File: src/rtl/gpio_pkg.sv
// rtl/gpio_pkg.sv - register offsets and byte-lane helper for the Wishbone GPIO
package gpio_pkg;

  localparam logic [2:0] GPIO_IN      = 3'd0;
  localparam logic [2:0] GPIO_OUT     = 3'd1;
  localparam logic [2:0] GPIO_OE      = 3'd2;
  localparam logic [2:0] GPIO_INTE    = 3'd3;
  localparam logic [2:0] GPIO_PTRIG   = 3'd4;
  localparam logic [2:0] GPIO_INTS    = 3'd5;
  localparam logic [2:0] GPIO_OUT_SET = 3'd6;
  localparam logic [2:0] GPIO_OUT_CLR = 3'd7;

  typedef enum logic [2:0] {
    REG_IN      = GPIO_IN,
    REG_OUT     = GPIO_OUT,
    REG_OE      = GPIO_OE,
    REG_INTE    = GPIO_INTE,
    REG_PTRIG   = GPIO_PTRIG,
    REG_INTS    = GPIO_INTS,
    REG_OUT_SET = GPIO_OUT_SET,
    REG_OUT_CLR = GPIO_OUT_CLR
  } gpio_reg_e;

  // Zeroes every byte of value whose lane select is low.
  function automatic logic [31:0] apply_sel(input logic [31:0] value, input logic [3:0] sel);
    logic [31:0] res;
    for (int b = 0; b < 4; b++) begin
      res[b*8 +: 8] = sel[b] ? value[b*8 +: 8] : 8'h00;
    end
    return res;
  endfunction

endpackage

File: src/rtl/gpio_sync_edge.sv
// rtl/gpio_sync_edge.sv - pad input synchroniser with per-pin edge detection
module gpio_sync_edge #(
  parameter int GW          = 24,
  parameter int SYNC_STAGES = 2
) (
  input  logic          clk,
  input  logic          rst,
  input  logic [GW-1:0] async_in,
  input  logic [GW-1:0] ptrig,
  output logic [GW-1:0] sync_out,
  output logic [GW-1:0] edge_out
);

  logic [SYNC_STAGES-1:0][GW-1:0] sync_q;
  logic [GW-1:0]                  prev_q;

  always_ff @(posedge clk) begin
    if (rst) begin
      sync_q <= '0;
      prev_q <= '0;
    end else begin
      sync_q <= {sync_q[SYNC_STAGES-2:0], async_in};
      prev_q <= sync_q[SYNC_STAGES-1];
    end
  end

  assign sync_out = sync_q[SYNC_STAGES-1];
  // Polarity only selects which transition counts; flipping it cannot fake an edge.
  assign edge_out = (ptrig & sync_out & ~prev_q) | (~ptrig & ~sync_out & prev_q);

endmodule

File: src/rtl/gpio_wb_irq.sv
// rtl/gpio_wb_irq.sv - Wishbone GPIO slave with edge interrupts and atomic set/clear
module gpio_wb_irq
  import gpio_pkg::*;
#(
  parameter int GW          = 24,
  parameter int AW          = 8,
  parameter int SYNC_STAGES = 2
) (
  input  logic          wb_clk_i,
  input  logic          wb_rst_i,
  input  logic          wb_cyc_i,
  input  logic          wb_stb_i,
  input  logic          wb_we_i,
  input  logic [AW-1:0] wb_adr_i,
  input  logic [31:0]   wb_dat_i,
  input  logic [3:0]    wb_sel_i,
  output logic [31:0]   wb_dat_o,
  output logic          wb_ack_o,
  output logic          wb_err_o,
  output logic          wb_inta_o,
  input  logic [GW-1:0] i_gpio,
  output logic [GW-1:0] o_gpio,
  output logic [GW-1:0] en_gpio
);

  logic [GW-1:0] out_r, oe_r, inte_r, ptrig_r, ints_r;
  logic [GW-1:0] sync_v, edge_v;
  logic [GW-1:0] out_next, ints_next, w1c_mask;
  logic [31:0]   lane_mask, wdata, rdata, merged;
  logic          acc, adr_ok, wr;
  gpio_reg_e     reg_sel;
  logic          unused_bits;

  gpio_sync_edge #(
    .GW          (GW),
    .SYNC_STAGES (SYNC_STAGES)
  ) u_sync_edge (
    .clk      (wb_clk_i),
    .rst      (wb_rst_i),
    .async_in (i_gpio),
    .ptrig    (ptrig_r),
    .sync_out (sync_v),
    .edge_out (edge_v)
  );

  // The pending ack/err blocks re-acceptance, giving the one idle cycle between accesses.
  assign acc       = wb_cyc_i & wb_stb_i & ~wb_ack_o & ~wb_err_o;
  assign adr_ok    = (wb_adr_i >> 5) == '0;
  assign wr        = acc & adr_ok & wb_we_i;
  assign reg_sel   = gpio_reg_e'(wb_adr_i[4:2]);
  assign lane_mask = apply_sel(32'hFFFF_FFFF, wb_sel_i);
  assign wdata     = apply_sel(wb_dat_i, wb_sel_i);

  always_comb begin
    rdata = '0;
    case (reg_sel)
      REG_IN:    rdata[GW-1:0] = sync_v;
      REG_OUT:   rdata[GW-1:0] = out_r;
      REG_OE:    rdata[GW-1:0] = oe_r;
      REG_INTE:  rdata[GW-1:0] = inte_r;
      REG_PTRIG: rdata[GW-1:0] = ptrig_r;
      REG_INTS:  rdata[GW-1:0] = ints_r;
      default:   rdata = '0;
    endcase
  end

  assign merged = (rdata & ~lane_mask) | wdata;

  always_comb begin
    out_next = out_r;
    w1c_mask = '0;
    if (wr) begin
      case (reg_sel)
        REG_OUT:     out_next = merged[GW-1:0];
        REG_OUT_SET: out_next = out_r | wdata[GW-1:0];
        REG_OUT_CLR: out_next = out_r & ~wdata[GW-1:0];
        REG_INTS:    w1c_mask = wdata[GW-1:0];
        default:     out_next = out_r;
      endcase
    end
  end

  // A fresh edge outranks a simultaneous clear of the same bit.
  assign ints_next = (ints_r & ~w1c_mask) | edge_v;

  always_ff @(posedge wb_clk_i) begin
    if (wb_rst_i) begin
      out_r     <= '0;
      oe_r      <= '0;
      inte_r    <= '0;
      ptrig_r   <= '0;
      ints_r    <= '0;
      wb_ack_o  <= 1'b0;
      wb_err_o  <= 1'b0;
      wb_dat_o  <= '0;
      wb_inta_o <= 1'b0;
    end else begin
      wb_ack_o  <= acc & adr_ok;
      wb_err_o  <= acc & ~adr_ok;
      out_r     <= out_next;
      ints_r    <= ints_next;
      wb_inta_o <= |(ints_next & inte_r);
      if (acc && !adr_ok) begin
        wb_dat_o <= '0;
      end else if (acc && !wb_we_i) begin
        wb_dat_o <= rdata;
      end
      if (wr) begin
        case (reg_sel)
          REG_OE:    oe_r    <= merged[GW-1:0];
          REG_INTE:  inte_r  <= merged[GW-1:0];
          REG_PTRIG: ptrig_r <= merged[GW-1:0];
          default:   ;
        endcase
      end
    end
  end

  assign o_gpio      = out_r;
  assign en_gpio     = oe_r;
  assign unused_bits = ^{merged, wdata, wb_adr_i[1:0]};

endmodule

File: config.mk
export PLATFORM = sky130hd
export DESIGN_NAME = gpio_wb_irq
export DESIGN_NICKNAME = d
export VERILOG_FILES = /design/src/rtl/gpio_pkg.sv /design/src/rtl/gpio_sync_edge.sv /design/src/rtl/gpio_wb_irq.sv
export SDC_FILE = /design/constraint.sdc
export NUM_CORES = 1
export LEC_CHECK = 0
export ABC_AREA = 1
export ABC_CLOCK_PERIOD_IN_PS = 1900
export BUFFER_PORTS_ARGS = -buffer_cell sky130_fd_sc_hd__clkbuf_2
export CAP_MARGIN = 20
export CORE_MARGIN = 2
export CORE_UTILIZATION = 50
export DETAILED_ROUTE_END_ITERATION = 10
export PLACE_DENSITY = 0.69
export RECOVER_POWER = 50
export SETUP_SLACK_MARGIN = 0.05
export SLEW_MARGIN = 0
export SYNTH_ARGS = -nofsm -noshare
export SYNTH_HDL_FRONTEND = slang
export SYNTH_SLANG_ARGS = --single-unit
File: constraint.sdc
create_clock -name wb_clk_i -period 1.9 [get_ports wb_clk_i]
set_input_delay 0.095 -clock wb_clk_i [delete_from_list [all_inputs] [get_ports wb_clk_i]]
set_output_delay 0.095 -clock wb_clk_i [all_outputs]
set_load 0.005 [all_outputs]
==> summary.txt, run 1 <==
Timing
  – RSZ-0062 raised after global routing: yes
  – Clock skew: 0.008153 ns
  – Slew margin rel.: 0.5165
  – Max Slew Vio Count: 0
  – Max Freq: 0.5482 GHz
  – Worst hold slack: -0.01251 ns
  – PnR worst setup slack: 0.07600 ns
  – Worst slew pin tran: 0.7252 ns
  – Fin. Hold Viols: 1
  – Final setup vio count: 0
  – Final period utilization: 0.9600
  – Fin crit period: 1.824 ns
  – TNS Setup: 0 ns

Global routing
  – Pin count of the biggest net entering global routing: 98
  – GRT Residual Overflow: 0
  – Vias in the first global route: 8555
  – First-pass GRT wire length: 44370 µm
  – Initial antenna violation count: 0
  – GRT Util Overall: 0.2558

Clocking
  – # Post-CTS Setup Buffers: 0
  – CTS tree: yes
  – Total clock buffers created by CTS: 23
  – CTS Root Cell: clkbuf_16
  – H-tree Lvls: 1
  – Clock sink total: 219
  – Worst-case clock buffer depth: 3
  – Clock latency on the worst-skew pair: 0.51 ns
  – Reg clk slew, reported paths: 0.06 ns

Final layout
  – Non-filler cells, final: 1962
  – Multi-input combinational cell area: 4156 µm²
  – Area Overhead vs Synth: 21.78%
  – Most common cell after layout, fill and taps aside: inv_1
  – Layout Nets: 1750
  – Sequential Area: 4384 µm²
  – Diode count: 0
  – Share of layout cells above drive strength 1: 0.1401
  – Fillers: 1897
  – Commonest non-fill, non-tap cells in the layout: inv_1, nand2_1, dfxtp_1
  – Final Util: 0.6145

Routing
  – DR pass1 iterations: 5
  – Post-route ant nets: 0
  – Routed via count: 9889
  – Initial DRC count: 736
  – Avg Vias per Cell: 5.040
  – DRC viols: 0
  – Final wirelength: 28920 µm
  – Wirelength per Cell: 14.74 µm

Yosys
  – Share of the synthesized area in the top cell type: 0.4322
  – Cells after synthesis: 1508
  – #FFs+latches synth: 219
  – Syn avg cell area: 6.727 µm²
  – Sequential share of the synthesized area: 0.4322
  – Synth area leaders: dfxtp_1, inv_1, nand2_1, o21ai_0, a21oi_1
  – Post-synth top area cell: dfxtp_1
  – Synth Warn #: 0
  – Unique masters post-synth: 32
  – Synth Cell Area: 10140 µm²

Worst setup path
  – Worst setup path class: register to register
  – CP max FO: 4
  – Worst EP required: 2.29 ns
  – Worst Setup SP: wb_ack_o$_SDFF_PP0_
  – Worst r2r src: wb_ack_o$_SDFF_PP0_
  – CP endpoint kind: register
  – Arr. time, crit path: 2.21 ns
  – Critical Path Start Type: register

Place
  – Dpl cells: 1890
  – Pre-CTS WS: 0.06041 ns
  – Detailed Place HPWL: 19300 µm
  – RD Place Congestion: 0.8964
  – Port bufs: 136

Worst hold path
  – Hold Path Class: input pin to register
  – Critical hold path startpoint: wb_dat_i[23]

Die
  – Die area: 21440 µm²
  – Row cnt: 52
  – Die boundary width: 146.4 µm
  – Core area: 20100 µm²
  – Starting Density: 0.5046
  – Die Ht: 146.4 µm
  – IO Count: 156

Power
  – Cell Pwr Density: 801.4 nW/µm²
  – Leakage power: 0.006068 µW
  – Max IR drop VDD: 0.0005623 V

Outcome
  – Violated checks: negative hold slack
  – Outcome: finished with violations

Flow run
  – Max-cap violations: 0
-- synth_stat cells --
master / instances
a211oi_1: 2
a21oi_1: 166
a21oi_2: 1
a22oi_1: 8
a31oi_1: 5
buf_1: 10
buf_2: 12
buf_4: 14
buf_6: 12
clkbuf_1: 35
conb_1: 1
dfxtp_1: 219
inv_1: 319
inv_2: 4
inv_4: 1
nand2_1: 251
nand2_2: 7
nand3_1: 47
nand3_2: 1
nand3_4: 2
nor2_1: 151
nor2_4: 1
nor3_1: 1
o2111ai_1: 4
o211ai_1: 8
o21ai_0: 178
o21ai_1: 14
o21bai_1: 2
o221ai_1: 1
o22ai_1: 26
or2_2: 1
or3_1: 4
-- final timing paths --
kind	slack [ns]	to	cells past startpoint
setup / recovery	0.08	wb_inta_o$_SDFF_PP0_	13
hold / removal	-0.01	ints_r[23]$_SDFF_PP0_	4
setup reg to reg	0.08	wb_inta_o$_SDFF_PP0_	13
hold reg to reg	0.40	u_sync_edge.sync_out[8]$_SDFF_PP0_	2
-- power breakdown --
group	leakage (µW)	internal (µW)	switching (µW)
clock network	0.000362	2550	1830
logic	0.00393	270	501
registers	0.00178	4700	50.0
-- layout make-up --
cell class                      instances  share of cell area
Sequential cell                       219              0.3549
Multi-Input combinational cell        889              0.3364
Timing Repair Buffer                  220              0.1237
Inverter                              324             0.09885
Clock buffer                           32             0.05337
Tap cell                              270             0.02734
Clock inverter                          8            0.005469
-- routing by layer --
layer	wire length, µm	global-route usage	vias to the layer above
met5	0	0	-
met4	907	0.08689	0
met3	2417	0.04156	67
met2	12590	0.4017	404
met1	13000	0.3592	4382
li1	-	-	5036
-- kinds of logic after synthesis --
kind of cell,share of synthesized area
AOI/OAI and AO/OA,0.2157
buffers and inverters,0.1664
and+or+nand+nor,0.1854
DFF,0.4322
other,0.0003697
-- flip-flops by register name, summed over array words and instances, names as in the netlist --
| signal | flops |
|---|---|
| en_gpio | 24 |
| u_sync_edge.sync_q | 24 |
| u_sync_edge.prev_q | 24 |
| inte_r | 24 |
| wb_inta_o | 1 |
| ints_r | 24 |
| ptrig_r | 24 |
| wb_dat_o | 24 |
| wb_ack_o | 1 |
| u_sync_edge.sync_out | 24 |
| o_gpio | 24 |
| wb_err_o | 1 |
-- critical path: stages, from the launching register on --
cell and delay (ns):
dfxtp_1 0.32, nor2_2 0.14, nand2_2 0.10, nor2_4 0.14, buf_4 0.19, nand3_1 0.09, nand2_1 0.09, nand2_1 0.05
nand2_1 0.07, nand2_1 0.10, nor2_2 0.14, nand2_1 0.08, nor2_2 0.11, a21oi_1 0.08
-- stage by stage --
step,area (µm²),power [µW]
2_1_floorplan,10170,5278
3_3_place_gp,11190,5546
3_5_place_dp,11190,5556
4_1_cts,12210,9953
5_1_grt,12350,10220
6_report,12350,9901
-- repair_timing --
item | CTS | global route
hold buffers | 29 | 0
setup endpoints to repair | 2 | 98
endpoints found under the hold margin | 26 | 0
cloned | 0 | 3
gates resized for setup | 1 | 41
Power figures use the tool's default switching activity.
==> run 2, diff against run 1 <==
--- a/config.mk
+++ b/config.mk
@@ -10,9 +10,9 @@
 export BUFFER_PORTS_ARGS = -buffer_cell sky130_fd_sc_hd__clkbuf_2
 export CAP_MARGIN = 20
 export CORE_MARGIN = 2
-export CORE_UTILIZATION = 50
+export CORE_UTILIZATION = 30
 export DETAILED_ROUTE_END_ITERATION = 10
-export PLACE_DENSITY = 0.69
+export PLACE_DENSITY = 0.45
 export RECOVER_POWER = 50
 export SETUP_SLACK_MARGIN = 0.05
 export SLEW_MARGIN = 0
==> run 2 against run 1 <==
Net effect:
- the flow finishes with violations (negative setup slack)
- clock-buffer cell count up 9
- sequential power about the same
- die area increased by 65%
- largest power group is now the clock network
==> summary.txt, run 2 (synthesis gave the netlist of run 1 again) <==
Clocking
  – CTS tree: yes
  – Total clock buffers created by CTS: 26 (+13%)
  – Reg clk slew, reported paths: 0.06 ns (about the same)
  – Worst-case clock buffer depth: 3 (unchanged)
  – Clock latency on the worst-skew pair: 0.54 ns (+0.03 ns)
  – Clock sink total: 219 (unchanged)
  – H-tree Lvls: 1 (unchanged)
  – CTS Root Cell: clkbuf_16

Global routing
  – Vias in the first global route: 8581 (+0.30%)
  – GRT Util Overall: 0.1811 (-0.07475)
  – GRT Residual Overflow: 0 (unchanged)
  – Pin count of the biggest net entering global routing: 49 (-50%)
  – First-pass GRT wire length: 50500 µm (+14%)
  – Initial antenna violation count: 0 (unchanged)

Timing
  – Final period utilization: 1.000 (+0.04022)
  – Final setup vio count: 1 (+1)
  – TNS Setup: -0.0004268 ns (-0.0004268 ns)
  – Slew margin rel.: 0.6102 (+0.09374)
  – Max Freq: 0.5262 GHz (-4.0%)
  – Worst hold slack: 0.01622 ns (+0.02873 ns)
  – Fin crit period: 1.900 ns (+0.07642 ns)
  – Clock skew: 0.01667 ns (+0.008521 ns)
  – PnR worst setup slack: -0.0004268 ns (-0.07642 ns)
  – Max Slew Vio Count: 0 (unchanged)
  – Fin. Hold Viols: 0 (-1)
  – Worst slew pin tran: 0.5840 ns (-0.1413 ns)
  – RSZ-0062 raised after global routing: yes

Worst setup path
  – Most used cell, CP: nand2_1
  – CP max FO: 5 (+1)
  – Worst EP required: 2.30 ns (about the same)
  – CP Cell Sequence: nor2_4 > nand2_4 > nor2_4 > buf_6 > clkbuf_16 > buf_4 > nand3_2 > nand2_2 > nand2_1 > nand2_1 > nand2_1 > nor2_1 > nand2_1 > nor2_4 > a21oi_2
  – CP endpoint kind: register
  – Worst setup path class: register to register
  – Arr. time, crit path: 2.30 ns (+0.09 ns)
  – Worst r2r src: wb_err_o$_SDFF_PP0_
  – Critical Path Start Type: register
  – Max incr delay on CP: 0.33 ns (about the same)
  – Capture point of the worst reg-to-reg path: wb_inta_o$_SDFF_PP0_
  – Worst reg2reg setup slack: -0.0004 ns (-0.08 ns)
  – FF-to-FF path depth: 15 (+2)
  – Slowest CP cell: dfxtp_2

Final layout
  – Sequential Area: 4385 µm² (about the same)
  – Layout Nets: 1778 (+1.6%)
  – Area Overhead vs Synth: 29.59%
  – Most common cell after layout, fill and taps aside: inv_1
  – Share of layout cells above drive strength 1: 0.1742 (+0.03415)
  – Non-filler cells, final: 2170 (+11%)
  – Commonest non-fill, non-tap cells in the layout: inv_1, nand2_1, dfxtp_1
  – Multi-input combinational cell area: 4255 µm² (+2.4%)
  – Diode count: 0 (unchanged)
  – Fillers: 3605 (+90%)

Flow run
  – Max-cap violations: 0 (unchanged)

Outcome
  – Violated checks: negative setup slack
  – Outcome: finished with violations

Routing
  – DRC viols: 0 (unchanged)
  – DR pass1 iterations: 5 (unchanged)
  – Routed via count: 9836 (-0.54%)
  – Post-route ant nets: 0 (unchanged)
  – Final wirelength: 35660 µm (+23%)
  – Wirelength per Cell: 16.43 µm (+11%)
  – Avg Vias per Cell: 4.533 (-10%)
  – Initial DRC count: 743 (+0.95%)

Power
  – Leakage power: 0.006406 µW (+5.6%)
  – Total power draw: 10520 µW (+6.3%)
  – Cell Pwr Density: 800.6 nW/µm² (-0.11%)
  – Max IR drop VDD: 0.0005715 V (+1.6%)

Place
  – RD Place Congestion: 0.8121 (-9.4%)
  – Detailed Place HPWL: 23780 µm (+23%)
  – Port bufs: 136 (unchanged)
  – Dpl cells: 2071 (+9.6%)

Die
  – Die Ht: 187.9 µm (+28%)
  – IO Count: 156 (unchanged)
  – Die boundary width: 187.9 µm (+28%)
  – Starting Density: 0.3033 (-0.2013)
  – Die area: 35300 µm² (+65%)
  – Core area: 33450 µm² (+66%)
  – Row cnt: 67 (+29%)

Worst hold path
  – Critical hold path startpoint: wb_dat_i[10]
  – WHS Path Cells: 5 (+1)
  – Hold Path Class: input pin to register
  – Hold Path Sink: o_gpio[10]$_SDFFE_PP0P_
run 2: cell count changes in the layout (fill, tap and decap cells not counted), moves of 5 or more:
cell,change
clkbuf_2,+20
clkbuf_1,-16
nand2_1,-11
clkbuf_16,+9
nand3_1,-9
buf_6,+8
nand2_2,+8
nand3_2,+8
o21ai_0,+7
buf_4,+6
o21ai_1,-5
run 2: report_power, final:
part	internal, µW	switching, µW	total [µW]
combinational	293	528	821
sequential	4700	54.4	4760
clock	2990	1960	4950
run 2: through the flow:
step / setup slack [ns] / util / instance area (µm²)
2_1_floorplan: 0.3122 / - / 10170
3_3_place_gp: -0.08890 / 0.3429 / 11470
3_5_place_dp: -0.07468 / 0.3429 / 11470
4_1_cts: -0.007738 / 0.3780 / 12640
5_1_grt: -0.1063 / 0.3930 / 13150
6_report: -0.0004268 / 0.3930 / 13150
run 2: worst max-delay path, delay by kind of cell, from the launching register on:
family | cells | cell delay, ns
flops | 1 | 0.33
simple gates | 11 | 1.00
compound gates | 1 | 0.06
buf+inv | 3 | 0.39
run 2: per-layer routing:
metal  part of all wire  global-route usage  wire [µm]
met1               0.51              0.2913      18330
met2               0.41              0.2507      14520
met3              0.062             0.02676       2205
met4              0.017             0.03483        598
met5                  0                   0          0
run 2: worst max path at each step:
stage / start / end / cells after the start
3_3_place_gp: wb_ack_o$_SDFF_PP0_ / wb_inta_o$_SDFF_PP0_ / 13
4_1_cts: wb_ack_o$_SDFF_PP0_ / en_gpio[20]$_SDFFE_PP0P_ / 10
5_1_grt: wb_err_o$_SDFF_PP0_ / wb_inta_o$_SDFF_PP0_ / 15
2_1_floorplan: wb_ack_o$_SDFF_PP0_ / wb_inta_o$_SDFF_PP0_ / 13
3_5_place_dp: wb_ack_o$_SDFF_PP0_ / wb_inta_o$_SDFF_PP0_ / 13
6_report: wb_err_o$_SDFF_PP0_ / wb_inta_o$_SDFF_PP0_ / 15
run 2: cell type report:
cell class | instances | share of cell area
sequential | 219 | 0.3336
multi-input combinational | 889 | 0.3237
timing repair buffer | 245 | 0.1427
inverter | 324 | 0.09327
clock buffer | 41 | 0.06072
tap | 448 | 0.04264
clock inverter | 4 | 0.003426
run 2: repair_timing:
action                     4_1_cts  5_1_grt
hold endpoints to repair        31        0
gates cloned                     0       14
buffers inserted                 0        8
gates resized for setup          3       60
pin swaps                        0       19
setup endpoints to repair       42       97
hold buffers                    32        0
